[src/rtl/instr_fetch_unit.sv]
// instr_fetch_unit: program-counter owner and instruction fetch front end.
// Issues word requests to instruction memory over a valid/ready channel, takes
// in-order responses into a small instruction/PC buffer and hands the buffer
// head to decode over a valid/ready handshake. A redirect flushes the buffer
// and discards responses still in flight for the old path.
// Optional feature macro: IFETCH_MISALIGN_CHECK_EN (misaligned redirect halts
// fetch and raises a sticky fetch_misalign flag). When undefined, the low two
// redirect target bits are forced to zero and fetch_misalign is tied low.
module instr_fetch_unit #(
  parameter int unsigned               WORD_LENGTH = 32,
  parameter logic [WORD_LENGTH-1:0]    RESET_PC    = '0,
  parameter int unsigned               FIFO_DEPTH  = 2
) (
  input  logic                   clk,
  input  logic                   reset,
  output logic                   imem_req_valid,
  input  logic                   imem_req_ready,
  output logic [WORD_LENGTH-1:0] imem_req_addr,
  input  logic                   imem_resp_valid,
  input  logic [WORD_LENGTH-1:0] imem_resp_data,
  output logic                   instr_valid,
  input  logic                   instr_ready,
  output logic [WORD_LENGTH-1:0] instr,
  output logic [WORD_LENGTH-1:0] instr_pc,
  input  logic                   redirect_valid,
  input  logic [WORD_LENGTH-1:0] redirect_pc,
  output logic                   fetch_misalign
);

  localparam int unsigned PW = $clog2(FIFO_DEPTH);
  localparam int unsigned CW = $clog2(FIFO_DEPTH) + 1;
  localparam int unsigned XW = CW + 1;
  localparam logic [WORD_LENGTH-1:0] NOP_INSTR = WORD_LENGTH'(32'h0000_0013);
  localparam logic [WORD_LENGTH-1:0] PC_STEP   = WORD_LENGTH'(4);

  localparam logic [1:0] ST_IDLE  = 2'd0;
  localparam logic [1:0] ST_FETCH = 2'd1;
  localparam logic [1:0] ST_HALT  = 2'd2;

  logic [1:0]             state_q, state_d;
  logic [WORD_LENGTH-1:0] fetch_pc_q, fetch_pc_d;
  logic [WORD_LENGTH-1:0] resp_pc_q, resp_pc_d;
  logic [CW-1:0]          occ_q, occ_d;
  logic [CW-1:0]          outst_q, outst_d;
  logic [CW-1:0]          drop_q, drop_d;
  logic [PW-1:0]          rd_ptr_q, rd_ptr_d;
  logic [PW-1:0]          wr_ptr_q, wr_ptr_d;
  logic [WORD_LENGTH-1:0] buf_instr_q [FIFO_DEPTH];
  logic [WORD_LENGTH-1:0] buf_instr_d [FIFO_DEPTH];
  logic [WORD_LENGTH-1:0] buf_pc_q    [FIFO_DEPTH];
  logic [WORD_LENGTH-1:0] buf_pc_d    [FIFO_DEPTH];

  logic                   has_entry;
  logic                   pop;
  logic                   push;
  logic                   req_fire;
  logic [XW-1:0]          credit_used;
  logic [WORD_LENGTH-1:0] redirect_tgt;
  logic                   redirect_bad;

`ifdef IFETCH_MISALIGN_CHECK_EN
  logic misalign_q, misalign_d;
  assign redirect_tgt   = redirect_pc;
  assign redirect_bad   = |redirect_pc[1:0];
  assign fetch_misalign = misalign_q;
`else
  // Targets are word aligned by construction; the low bits are simply cleared.
  assign redirect_tgt   = redirect_pc & ~WORD_LENGTH'(3);
  assign redirect_bad   = 1'b0;
  assign fetch_misalign = 1'b0;
`endif

  // A redirect suppresses both the decode handshake and new requests that cycle.
  assign has_entry   = (occ_q != '0);
  assign instr_valid = has_entry && !redirect_valid;
  assign pop         = instr_valid && instr_ready;
  // Credit counts buffered plus in-flight entries, freeing the slot popped now.
  assign credit_used = {1'b0, occ_q} + {1'b0, outst_q} - XW'(pop);
  assign imem_req_valid = (state_q == ST_FETCH) && !redirect_valid &&
                          (credit_used < XW'(FIFO_DEPTH));
  assign imem_req_addr  = fetch_pc_q;
  assign req_fire       = imem_req_valid && imem_req_ready;
  // Responses are buffered only when nothing remains to discard for an old path.
  assign push           = imem_resp_valid && (drop_q == '0) && !redirect_valid;

  assign instr    = has_entry ? buf_instr_q[rd_ptr_q] : NOP_INSTR;
  assign instr_pc = has_entry ? buf_pc_q[rd_ptr_q]    : '0;

  // Next-state for sequencing, PCs, credit counters and the instruction buffer.
  always_comb begin
    state_d     = state_q;
    fetch_pc_d  = fetch_pc_q;
    resp_pc_d   = resp_pc_q;
    occ_d       = occ_q + CW'(push) - CW'(pop);
    outst_d     = outst_q + CW'(req_fire) - CW'(imem_resp_valid);
    drop_d      = drop_q;
    rd_ptr_d    = rd_ptr_q;
    wr_ptr_d    = wr_ptr_q;
    buf_instr_d = buf_instr_q;
    buf_pc_d    = buf_pc_q;
`ifdef IFETCH_MISALIGN_CHECK_EN
    misalign_d  = misalign_q;
`endif

    case (state_q)
      ST_IDLE:  state_d = ST_FETCH;
      ST_FETCH: state_d = ST_FETCH;
      ST_HALT:  state_d = ST_HALT;
      default:  state_d = ST_IDLE;
    endcase

    if (req_fire) begin
      fetch_pc_d = fetch_pc_q + PC_STEP;
    end
    if (imem_resp_valid && (drop_q != '0)) begin
      drop_d = drop_q - CW'(1);
    end
    if (pop) begin
      rd_ptr_d = rd_ptr_q + PW'(1);
    end
    if (push) begin
      buf_instr_d[wr_ptr_q] = imem_resp_data;
      buf_pc_d[wr_ptr_q]    = resp_pc_q;
      wr_ptr_d              = wr_ptr_q + PW'(1);
      resp_pc_d             = resp_pc_q + PC_STEP;
    end

    // Redirect overrides everything: flush, retarget, and mark every request
    // still outstanding after this cycle's response as stale.
    if (redirect_valid) begin
      fetch_pc_d = redirect_tgt;
      resp_pc_d  = redirect_tgt;
      occ_d      = '0;
      rd_ptr_d   = '0;
      wr_ptr_d   = '0;
      drop_d     = outst_q - CW'(imem_resp_valid);
      state_d    = redirect_bad ? ST_HALT : ST_FETCH;
`ifdef IFETCH_MISALIGN_CHECK_EN
      misalign_d = redirect_bad;
`endif
    end
  end

  // Control state: cleared asynchronously by the active-low reset.
  always_ff @(posedge clk or negedge reset) begin
    if (!reset) begin
      state_q    <= ST_IDLE;
      fetch_pc_q <= RESET_PC;
      resp_pc_q  <= RESET_PC;
      occ_q      <= '0;
      outst_q    <= '0;
      drop_q     <= '0;
      rd_ptr_q   <= '0;
      wr_ptr_q   <= '0;
    end else begin
      state_q    <= state_d;
      fetch_pc_q <= fetch_pc_d;
      resp_pc_q  <= resp_pc_d;
      occ_q      <= occ_d;
      outst_q    <= outst_d;
      drop_q     <= drop_d;
      rd_ptr_q   <= rd_ptr_d;
      wr_ptr_q   <= wr_ptr_d;
    end
  end

`ifdef IFETCH_MISALIGN_CHECK_EN
  // Sticky misaligned-target flag, updated only by redirects.
  always_ff @(posedge clk or negedge reset) begin
    if (!reset) begin
      misalign_q <= 1'b0;
    end else begin
      misalign_q <= misalign_d;
    end
  end
`endif

  // Buffer storage carries data only; validity lives in occ_q, so no reset.
  always_ff @(posedge clk) begin
    buf_instr_q <= buf_instr_d;
    buf_pc_q    <= buf_pc_d;
  end

endmodule

[config.mk]
export PLATFORM = sky130hd
export DESIGN_NAME = instr_fetch_unit
export DESIGN_NICKNAME = d
export VERILOG_FILES = /design/src/rtl/instr_fetch_unit.sv
export SDC_FILE = /design/constraint.sdc
export NUM_CORES = 1
export LEC_CHECK = 0
export BUFFER_PORTS_ARGS = -buffer_cell sky130_fd_sc_hd__buf_4
export CAP_MARGIN = 15
export CORE_MARGIN = 3
export CORE_UTILIZATION = 62
export CTS_BUF_LIST = sky130_fd_sc_hd__clkbuf_4
export CTS_CLUSTER_DIAMETER = 150
export DETAILED_ROUTE_END_ITERATION = 12
export HOLD_SLACK_MARGIN = 0.1
export PLACE_DENSITY = 0.88
export SLEW_MARGIN = 40
export SYNTH_ARGS = -nofsm -noshare
export SYNTH_HDL_FRONTEND = slang
export SYNTH_SLANG_ARGS = --single-unit
[constraint.sdc]
create_clock -name clk -period 12 [get_ports clk]
set_clock_uncertainty 0.1 [all_clocks]
set_input_delay 1.2 -clock clk [delete_from_list [all_inputs] [get_ports clk]]
set_output_delay 1.2 -clock clk [all_outputs]
set_load 0.01 [all_outputs]
==> impl_results.md, run 1 <==
- Number of global-route vias before repair: 5727
- FF-to-FF setup slack: 8.19 ns
- GRT overflow: 0
- Largest net degree at the start of global routing: 71
- Initial antenna violation count: 0
- Worst slew margin: 0.4777
- PD cells: 156.4 nW/um2
- Layout cells sized above 1: 0.3044
- Clock latency on the worst-skew pair: 0.57 ns
- Required time of the critical path: 10.70 ns
- Most common flop cell mapped by yosys: edfxtp_1
- Reg area: 5479 um2
- Post-synthesis sequential area ratio: 0.6300
- TritonCTS clock tree: built
- Area grow syn2layout: 19.25%
- Design Power: 1.620 mW
- CP endpoint kind: output port
- Final Wtd Congestion: 0.8283
- Peak supply drop: 0.09365 mV
- 1st-iter DRT viols: 353
- Mapped Cells: 649
- Fmax: 210.7 MHz
- Worst-path clk slew: 0.13 ns
- Crit-path max FO: 24
- Routed WL: 18380 um
- Drt drc: 0
- Avg Cell Area, Syn: 13.39 um2
- Clock Sinks: 194
- Die H: 124.4 um
- Min Hold Slack: 0.3890 ns
- Worst slew pin tran: 0.7776 ns
- Setup violators final: 0
- Min cycle time layout: 4.745 ns
- Mapped Area: 8691 um2
- Global-route total usage across every layer: 0.2412
- Port bufs: 161
- CP Class: in2out
- CTS root buf: clkbuf_4
- Multi-input gate area: 3035 um2
- # hold bufs at CTS: 0
- Wire length per cell: 18.49 um
- Async S/R FF share, synth: 0.3608
- Dpl hpwl: 12840 um
- Synth area leader: edfxtp_1
- Distinct cells, synth: 42
- Hold crit path type: reg2reg
- Num CTS Buffers: 17
- Synth Warn #: 0
- Post-synth EDFFs: 124
- Avg Vias per Cell: 5.655
- Die Wd: 124.4 um
- Pre-antenna DRT Iters: 5
- Setup Fix Bufs, Post-CTS: 0
- Synthesized flop and latch total: 194
- Final Cycle Share: 0.3954
- Placed Area: 10060 um2
- Antenna fix cells: 0
- Top-area cell type share of the netlist area: 0.4284
- CP Launch Type: primary input
- Post-cts sizing count: 0
- Post-DRT Antenna Nets: 0
- H-tree levels: 4
- Full die area: 15470 um2
- MaxCap Viol Count: 0
- I/O Pins: 169
- Slew Viols, Final: 0
- First-pass GRT wire length: 29410 um
- Leak pwr: 3.995 nW
- Initial Util: 0.6460
- Status: completed
- Finished Cell Area: 10360 um2
- Most area-consuming cells after synthesis: edfxtp_1 (43%), dfrtp_1 (20%), mux2i_1 (7.4%)
- Fillers: 852
- Vias post-DR: 5621
- Worst endpoint data arrival time: 3.45 ns
- Core Region: 13450 um2
- RSZ-0062 raised after global routing: no
- Longest Clk Path Bufs: 2
- TNS Setup: 0 ns
- Nets@finish: 886
- # rows: 42
- Final Hold Viols: 0
-- synth_stat cells (7+ instances only) --
library cell and count:
nor2_1 79, o21ai_0 10, edfxtp_1 124, and4_1 7
xor2_1 30, nand2_1 27, ha_1 10, inv_1 16
nor3_1 8, a21oi_1 7, dfrtp_1 70, mux2i_1 64
nand3_1 19, nor4_1 7, nand4_1 17, mux2_2 38
xnor2_1 34, clkbuf_1 20
-- cell type report --
| type | count | share of cell area |
|---|---|---|
| Timing Repair Buffer | 166 | 0.1222 |
| Clock buffer | 19 | 0.01376 |
| Multi-Input combinational cell | 410 | 0.2929 |
| Inverter | 16 | 0.005795 |
| Clock inverter | 13 | 0.01545 |
| Sequential cell | 194 | 0.5287 |
| Tap cell | 176 | 0.02125 |
-- flip-flops by register name, indices dropped and copies added (netlist names) --
| signal | flops |
|---|---|
| drop_q | 2 |
| wr_ptr_q | 1 |
| state_q | 2 |
| occ_q | 2 |
| imem_req_addr | 30 |
| buf_pc_q | 60 |
| buf_instr_q | 64 |
| rd_ptr_q | 1 |
| outst_q | 2 |
| resp_pc_q | 30 |
-- cell families after synthesis --
family,synth area share
and+or+nand+nor,0.1189
AOI/OAI and AO/OA,0.02217
muxes,0.1229
buffers and inverters,0.02433
adders and majority gates,0.01670
DFF,0.6300
xor gates and xnor gates,0.06450
other,0.0004315
-- final timing paths --
| check | to | cells past startpoint | startpoint |
|---|---|---|---|
| setup reg to reg | imem_req_addr[16] | 11 | occ_q[0] |
| min in group asynchronous | resp_pc_q[10] | 1 | reset |
| hold / removal | state_q[1] | 1 | state_q[0] |
| max in group asynchronous | rd_ptr_q | 1 | reset |
| setup / recovery | imem_req_valid | 9 | redirect_valid |
| hold reg to reg | state_q[1] | 1 | state_q[0] |
-- routing by layer --
| metal | wire length, um | share of wire | global-route usage | vias up |
|---|---|---|---|---|
| met3 | 1201 | 0.065 | 0.05746 | 26 |
| li1 | - | - | - | 2642 |
| met2 | 9543 | 0.52 | 0.4125 | 206 |
| met1 | 7357 | 0.40 | 0.2989 | 2747 |
| met4 | 281 | 0.015 | 0.09220 | 0 |
| met5 | 0 | 0 | 0 | - |
-- critical path, cell delays in order --
cell and delay (ns):
buf_4 0.26, nor2_1 0.11, and2_1 0.19, ha_1 0.26
nand2b_1 0.16, fa_1 0.39, xor2_1 0.33, nor4b_1 0.33
buf_4 0.20
-- where the power goes --
group	internal (mW)	leakage, nW	switching (mW)
clock	0.150	0.160	0.211
combinational	0.199	1.90	0.218
sequential	0.781	1.94	0.0628
-- layout by cell type (no fill, tap or decap), types with 17 or more instances in the layout --
cell      count
xor2_1       30
nor2_1       77
edfxtp_1    124
nand4_1      17
clkbuf_4     19
buf_4       163
dfrtp_1      69
mux2_2       38
nand3_1      19
xnor2_1      34
mux2i_1      64
nand2_1      27
-- through the flow --
stage / utilization / setup slack [ns] / instances
detailed placement: 0.7476 / 7.275 / 962
finish: 0.7704 / 7.255 / 994
global placement: 0.7458 / 7.329 / 961
global route: 0.7704 / 7.122 / 994
CTS: 0.7701 / 7.260 / 994
floorplan: - / 6.912 / 653
No activity file was read; power rests on OpenSTA's default activity.
==> run 2: changes to the inputs <==
--- a/config.mk
+++ b/config.mk
@@ -8,12 +8,12 @@
 export BUFFER_PORTS_ARGS = -buffer_cell sky130_fd_sc_hd__buf_4
 export CAP_MARGIN = 15
 export CORE_MARGIN = 3
-export CORE_UTILIZATION = 62
+export CORE_UTILIZATION = 57
 export CTS_BUF_LIST = sky130_fd_sc_hd__clkbuf_4
 export CTS_CLUSTER_DIAMETER = 150
 export DETAILED_ROUTE_END_ITERATION = 12
 export HOLD_SLACK_MARGIN = 0.1
-export PLACE_DENSITY = 0.88
+export PLACE_DENSITY = 0.82
 export SLEW_MARGIN = 40
 export SYNTH_ARGS = -nofsm -noshare
 export SYNTH_HDL_FRONTEND = slang
==> constraint.sdc (replaced) <==
create_clock -name clk -period 4.5 [get_ports clk]
set_clock_uncertainty 0.1 [all_clocks]
set_input_delay 0.45 -clock clk [delete_from_list [all_inputs] [get_ports clk]]
set_output_delay 0.45 -clock clk [all_outputs]
set_load 0.01 [all_outputs]
==> run 2 against run 1 <==
- worst setup slack got worse by 6.4 ns
- global-route usage fell by 1.1 points
- count of clock-buffer cells in the layout fell by 1
- sequential power rose to 2.7 times the previous value
- sequential cell count did not move
- die area rose by 8.3%
- worst hold slack got worse by 0.22 ns
- via count rose by 5.2%
- register-to-register slack got worse by 7.2 ns
- critical endpoint unchanged
- cell area rose by 6.2%
- sequential share of layout area fell by 3.1 points
- total power rose to 2.7 times the previous value
==> impl_results.md, run 2 (synthesis results as in run 1) <==
- Status: completed
- Switching Fraction: 0.3052 (+0.001987)
- Psw: 1.335 mW (+170%)
- Area grow syn2layout: 26.61%
- Layout cells sized above 1: 0.2838 (-0.02063)
- Peak supply drop: 0.2287 mV (+140%)
- Port bufs: 161 (unchanged)
- # rows: 44 (+4.8%)
- GRT overflow: 0 (unchanged)
- Placed instance count: 973 (+1.1%)
- Max reg flops: 64 (unchanged)
- Nets@finish: 949 (+7.1%)
- Design Power: 4.375 mW (+170%)
- Post-route insts no fill: 1065 (+7.1%)
- Largest regs: buf_instr_q (64), buf_pc_q (60)
- Hold crit path type: in2reg
- Longest Clk Path Bufs: 2 (unchanged)
- TNS Setup: 0 ns (unchanged)
- Routed WL: 19110 um (+3.9%)
- Slew Viols, Final: 0 (unchanged)
- Crit-path max FO: 7 (-71%)
- Internal power: 3.040 mW (+170%)
- CP Class: reg2out
- RR Startpoint: occ_q[0]
- Clk pwr share: 0.221 (about the same)
- Final Wtd Congestion: 0.8055 (-2.8%)
- Num CTS Buffers: 17 (unchanged)
- MaxCap Viol Count: 0 (unchanged)
- Fmax: 273.0 MHz
- Clock Sinks: 194 (unchanged)
- CP endpoint kind: output port
- Clock latency on the worst-skew pair: 0.57 ns (about the same)
- Initial Util: 0.5912 (-0.05477)
- First-pass GRT wire length: 29790 um (+1.3%)
- Post-cts sizing count: 0 (unchanged)
- Dpl hpwl: 12580 um (-2.0%)
- FF-to-FF setup slack: 0.96 ns (-7.23 ns)
- Worst setup path start: occ_q[0]
- Largest net degree at the start of global routing: 71 (unchanged)
- Full die area: 16770 um2 (+8.3%)
- Number of global-route vias before repair: 6107 (+6.6%)
- H-tree levels: 4 (unchanged)
- Wire length per cell: 17.94 um (-3.0%)
- Final Hold Viols: 0 (unchanged)
- Core Region: 14700 um2 (+9.3%)
- Hold path start: instr_ready
- Antenna fix cells: 0 (unchanged)
- PD cells: 397.6 nW/um2 (+150%)
- Combinational power share: 0.264 (+0.007)
- RSZ-0062 raised after global routing: no
- Worst endpoint data arrival time: 3.11 ns (-0.34 ns)
- Die H: 129.5 um (+4.1%)
- Most frequent cells in the layout: buf_4 (166), edfxtp_1 (124), nor2_1 (77)
- Reg with most FFs: buf_instr_q
- Required time of the critical path: 3.95 ns (-6.75 ns)
- Setup violators final: 0 (unchanged)
- Vias post-DR: 5912 (+5.2%)
- Post-DRT Antenna Nets: 0 (unchanged)
- CTS root buf: clkbuf_4
- Worst slew margin: 0.4725 (-0.005184)
- CP Launch Type: flip-flop
- Min cycle time layout: 3.663 ns
- Leak pwr: 4.256 nW (+6.5%)
- 1st-iter DRT viols: 339 (-4.0%)
- TritonCTS clock tree: built
- Sequential power share: 0.514 (-0.006)
- Fillers: 891 (+4.6%)
- Die Wd: 129.5 um (+4.1%)
- Initial antenna violation count: 0 (unchanged)
- Pre-antenna DRT Iters: 4 (-1)
- I/O Pins: 169 (unchanged)
- Drt drc: 0 (unchanged)
- Global-route total usage across every layer: 0.2303 (-0.01091)
- Avg Vias per Cell: 5.551 (-1.8%)
- Worst slew pin tran: 0.7853 ns (+0.007719 ns)
- Most common cell after layout, fill and taps aside: buf_4
- Final Cycle Share: 0.8141
- Worst-path clk slew: 0.16 ns (+0.03 ns)
run 2: cell types whose count changed in the layout (fill, tap and decap cells not counted), sizes merged:
cell         delta
clkbuf          -1
dlygate4sd3    +60
buf             +3
clkinv          -1
inv             +2
run 2: final cells by class:
type,count,area [um2],share of cell area
flip-flops and latches,194,5479,0.4980
multi-input cells,410,3039,0.2762
repair buffers,229,1898,0.1725
well taps,184,230.2,0.02092
clock inverters,14,161.4,0.01467
clock buffers,18,135.1,0.01228
inverters,16,60.06,0.005458
run 2: power by group through the flow:
stage / logic, mW / registers [mW] / clock network [mW]
global placement: 1.04 / 2.30 / 0
detailed placement: 1.11 / 2.29 / 0
CTS: 1.16 / 2.25 / 0.982
floorplan: 0.674 / 2.24 / 0
finish: 1.16 / 2.25 / 0.968
global route: 1.27 / 2.27 / 1.06
run 2: critical path, cell delays in order (launching register included):
cell	delay, ns
dfrtp_1	0.51
nor2_4	0.15
nor2_1	0.06
and2_1	0.18
ha_1	0.27
nand2b_1	0.16
fa_1	0.39
xor2_1	0.34
nor4b_1	0.30
buf_4	0.20
run 2: timing repair:
item / in CTS / in global routing
setup buffers: 0 / 0
hold buffers: 60 / 0
hold endpoints to repair: 187 / 0
run 2: worst paths after layout:
check / to / depth (start not counted)
setup reg to reg: outst_q[1] / 14
min in group asynchronous: resp_pc_q[9] / 2
hold reg to reg: state_q[1] / 1
setup / recovery: imem_req_valid / 9
max in group asynchronous: rd_ptr_q / 2
hold / removal: rd_ptr_q / 4
run 2: per-stage QoR:
stage / worst slack, ns / utilization / hold slack [ns] / cell area [um2]
after global routing: 0.6098 / 0.7486 / 0.1391 / 11000
after global placement: 1.051 / 0.6856 / 0.3305 / 10080
after CTS: 0.8027 / 0.7486 / 0.1249 / 11000
after floorplan: 0.1623 / - / 0.05441 / 8706
after detailed placement: 0.9456 / 0.6875 / 0.3410 / 10110
final: 0.8367 / 0.7486 / 0.1653 / 11000
run 2: routing by layer:
metal,share of wire,track usage,up-vias
met2,0.50,0.3921,182
met5,0,0,-
met4,0.037,0.1119,0
li1,-,-,2764
met3,0.046,0.04782,43
met1,0.41,0.2816,2923
==> run 3: changes to the inputs <==
--- a/config.mk
+++ b/config.mk
@@ -5,10 +5,11 @@
 export SDC_FILE = /design/constraint.sdc
 export NUM_CORES = 1
 export LEC_CHECK = 0
+export ABC_AREA = 1
 export BUFFER_PORTS_ARGS = -buffer_cell sky130_fd_sc_hd__buf_4
 export CAP_MARGIN = 15
 export CORE_MARGIN = 3
-export CORE_UTILIZATION = 57
+export CORE_UTILIZATION = 58
 export CTS_BUF_LIST = sky130_fd_sc_hd__clkbuf_4
 export CTS_CLUSTER_DIAMETER = 150
 export DETAILED_ROUTE_END_ITERATION = 12
==> constraint.sdc (replaced) <==
create_clock -name clk -period 3.39 [get_ports clk]
set_clock_uncertainty 0.1 [all_clocks]
set_input_delay 0.339 -clock clk [delete_from_list [all_inputs] [get_ports clk]]
set_output_delay 0.339 -clock clk [all_outputs]
set_load 0.01 [all_outputs]
==> run 3 against run 2 <==
- worst setup slack got worse by 0.61 ns
- first-iteration DRC count increased by 92%
- wire length increased by 24%
- non-clock buffer count increased by 9
- count of clock-buffer cells in the layout decreased by 1
- worst hold slack improved by 0.030 ns
- final cell count increased by 38%
- critical path type unchanged
- largest power group unchanged
==> impl_results.md, run 3 <==
- MaxCap Viol Count: 0 (unchanged)
- Required time of the critical path: 2.95 ns (-1.00 ns)
- Synthesized flop and latch total: 194 (unchanged)
- Pre-antenna DRT Iters: 5 (+1)
- Cell Chain, Critical Path: nor2_4 -> nor2_1 -> nand2_1 -> inv_1 -> ha_1 -> inv_1 -> nand2_1 -> fa_1 -> nand2_1 -> nor2_4 -> nand2_1 -> inv_1 -> buf_4
- Clock latency on the worst-skew pair: 0.57 ns (about the same)
- Most common flop cell mapped by yosys: edfxtp_1
- Antenna fix cells: 0 (unchanged)
- Drt drc: 0 (unchanged)
- Dpl hpwl: 15470 um (+23%)
- Initial Util: 0.6049 (+0.01366)
- Final Wtd Congestion: 0.9156 (+14%)
- Mapped Cells: 1026 (+58%)
- # rows: 45 (+2.3%)
- Final Core Density: 0.7552 (+0.006680)
- Clock Sinks: 194 (unchanged)
- Longest Clk Path Bufs: 2 (unchanged)
- Cell with the most instances after synthesis: nand2_1
- Sequential power share: 0.502 (-0.012)
- CTS root buf: clkbuf_4
- Avg Cell Area, Syn: 9.162 um2 (-32%)
- Wire length per cell: 16.02 um (-11%)
- Leak pwr: 5.063 nW (+19%)
- FF-to-FF setup slack: 0.34 ns (-0.62 ns)
- Final Cycle Share: 0.9327
- Worst-path clk slew: 0.16 ns (about the same)
- Clk pwr share: 0.179 (-0.042)
- Distinct cells, synth: 40 (-4.8%)
- Nets@finish: 1331 (+40%)
- CP Depth: 13 (+4)
- Layout cells sized above 1: 0.1900 (-0.09374)
- Switching Fraction: 0.3682 (+0.06298)
- Internal power: 3.982 mW (+31%)
- Most frequent cell on the critical path: nand2_1
- Global-route total usage across every layer: 0.2681 (+0.03783)
- CP Launch Type: flip-flop
- Vias post-DR: 7894 (+34%)
- Critical Path Sink: imem_req_valid
- Post-synth EDFFs: 124 (unchanged)
- Max reg flops: 64 (unchanged)
- Crit-path max FO: 3 (-4)
- Worst endpoint data arrival time: 2.72 ns (-0.39 ns)
- Worst setup path start: occ_q[0]
- TritonCTS clock tree: built
- Die Wd: 133.3 um (+3.0%)
- CP endpoint kind: output port
- Setup Fix Bufs, Post-CTS: 0 (unchanged)
- Min cycle time layout: 3.162 ns
- H-tree levels: 4 (unchanged)
- First-pass GRT wire length: 38110 um (+28%)
- I/O Pins: 169 (unchanged)
- PD cells: 536.9 nW/um2 (+35%)
- TNS Setup: 0 ns (unchanged)
- Most frequent cells in the layout: nand2_1 (347), buf_4 (170), edfxtp_1 (124)
- Setup violators final: 0 (unchanged)
- Hold crit path type: in2reg
- Finished Cell Area: 11740 um2 (+6.7%)
- Most area-consuming cells after synthesis: edfxtp_1 (40%), dfrtp_1 (19%), nand2_1 (14%)
- CP max stage cell: fa_1
- Top-area cell type share of the netlist area: 0.3961 (-0.03233)
- Post-synthesis sequential area ratio: 0.5825 (-0.04755)
- Worst slew margin: 0.5412 (+0.06869)
- Initial antenna violation count: 0 (unchanged)
- Slew Viols, Final: 0 (unchanged)
- Full die area: 17770 um2 (+6.0%)
- RSZ-0062 raised after global routing: no
- Area grow syn2layout: 24.85%
- Mapped Area: 9400 um2 (+8.2%)
- Psw: 2.320 mW (+74%)
- Post-DRT Antenna Nets: 0 (unchanged)
- Async S/R FF share, synth: 0.3608 (unchanged)
- CP Buf/Inv Count: 4 (+3)
- Status: completed
- Port bufs: 161 (unchanged)
- Largest regs: buf_instr_q (64), buf_pc_q (60)
- Num CTS Buffers: 17 (unchanged)
- Largest net degree at the start of global routing: 71 (unchanged)
- Core Region: 15540 um2 (+5.7%)
- 1st-iter DRT viols: 650 (+92%)
- Reg with most FFs: buf_instr_q
- Most common cell after layout, fill and taps aside: nand2_1
- Final WS setup: 0.2282 ns (-0.6085 ns)
- CP top delay family: adder cells
- Reg2reg end: imem_req_addr[16]
- R2R depth: 18 (+4)
- Place WS: 0.3685 ns (-0.5771 ns)
- Fmax: 316.3 MHz
- GRT overflow: 0 (unchanged)
- Peak supply drop: 0.3221 mV (+41%)
- CP max stage delay: 0.50 ns (about the same)
- Worst slew pin tran: 0.6882 ns (-0.09713 ns)
- Design Power: 6.302 mW (+44%)
- Most frequent cells after synthesis: nand2_1 (347), edfxtp_1 (124), inv_1 (84), nor2_1 (73)
- Number of global-route vias before repair: 7741 (+27%)
- Combinational power share: 0.319 (+0.055)
- Avg Vias per Cell: 5.355 (-3.5%)
- Final Hold Viols: 0 (unchanged)
- Routed WL: 23610 um (+24%)
- Placed Area: 10820 um2 (+7.1%)
- RR Startpoint: occ_q[0]
- CP Class: reg2out
- Synth area leader: edfxtp_1
- Synth Warn #: 0 (unchanged)
- Die H: 133.3 um (+3.0%)
==> run 3: how the worst min path moves through the flow <==
stage,from,to,slack (ns),cells after the start
6_report,imem_req_ready,imem_req_addr[7],0.20,4
5_1_grt,imem_req_ready,imem_req_addr[7],0.18,4
4_1_cts,imem_req_ready,imem_req_addr[7],0.15,4
3_5_place_dp,reset,imem_req_addr[31],0.30,1
3_3_place_gp,state_q[0],state_q[1],0.32,1
2_1_floorplan,reset,drop_q[0],-0.06,0
==> run 3: timing repair <==
action | CTS | global route
hold endpoints to repair | 197 | 0
resized for setup | 0 | 0
hold buffers | 66 | 0
==> run 3: power groups by stage <==
stage	clock network, mW	registers (mW)	logic, mW
final	1.13	3.17	2.01
after global routing	1.23	3.21	2.22
after CTS	1.15	3.15	1.99
after detailed placement	0	3.20	1.92
after global placement	0	3.20	1.86
after floorplan	0	3.17	1.13
==> run 3: logic make-up (layout without fill, tap and decap cells) <==
| family | after synthesis | after routing | share of synthesized area |
|---|---|---|---|
| flip-flops | 194 | 194 | 0.5825 |
| XOR/XNOR | 24 | 24 | 0.02236 |
| AO/OA/AOI/OAI | 133 | 133 | 0.07973 |
| other | 1 | 5 | 0.0003989 |
| AND/OR/NAND/NOR | 534 | 534 | 0.2417 |
| buffers and inverters | 129 | 362 | 0.05790 |
| adder cells (fa/ha/maj) | 11 | 11 | 0.01544 |
==> run 3: per-stage QoR <==
| stage | hold WS [ns] | std cells |
|---|---|---|
| 6_report | 0.1950 | 1474 |
| 3_3_place_gp | 0.3174 | 1376 |
| 2_1_floorplan | -0.05659 | 1030 |
| 4_1_cts | 0.1529 | 1474 |
| 3_5_place_dp | 0.3031 | 1376 |
| 5_1_grt | 0.1824 | 1474 |
==> run 3: layer usage <==
metal,routed length [um],vias up,share of wire,global-route usage
met5,0,-,0,0
met4,542,0,0.023,0.08343
met3,1651,39,0.070,0.05325
met2,11530,303,0.49,0.4537
met1,9883,3711,0.42,0.3524
li1,-,3841,-,-
==> run 3: worst min-delay path, delay by kind of cell <==
family	cells	cell delay (ns)
compound gates	1	0.11
buf+inv	2	0.31
simple gates	1	0.08
==> run 3: cell type report <==
class	count	area, um2
timing repair buffer	238	1968
sequential	194	5477
tap	211	264.0
clock buffer	17	127.6
multi-input combinational	707	3418
fill	1102	3804
clock inverter	15	128.9
inverter	92	352.8
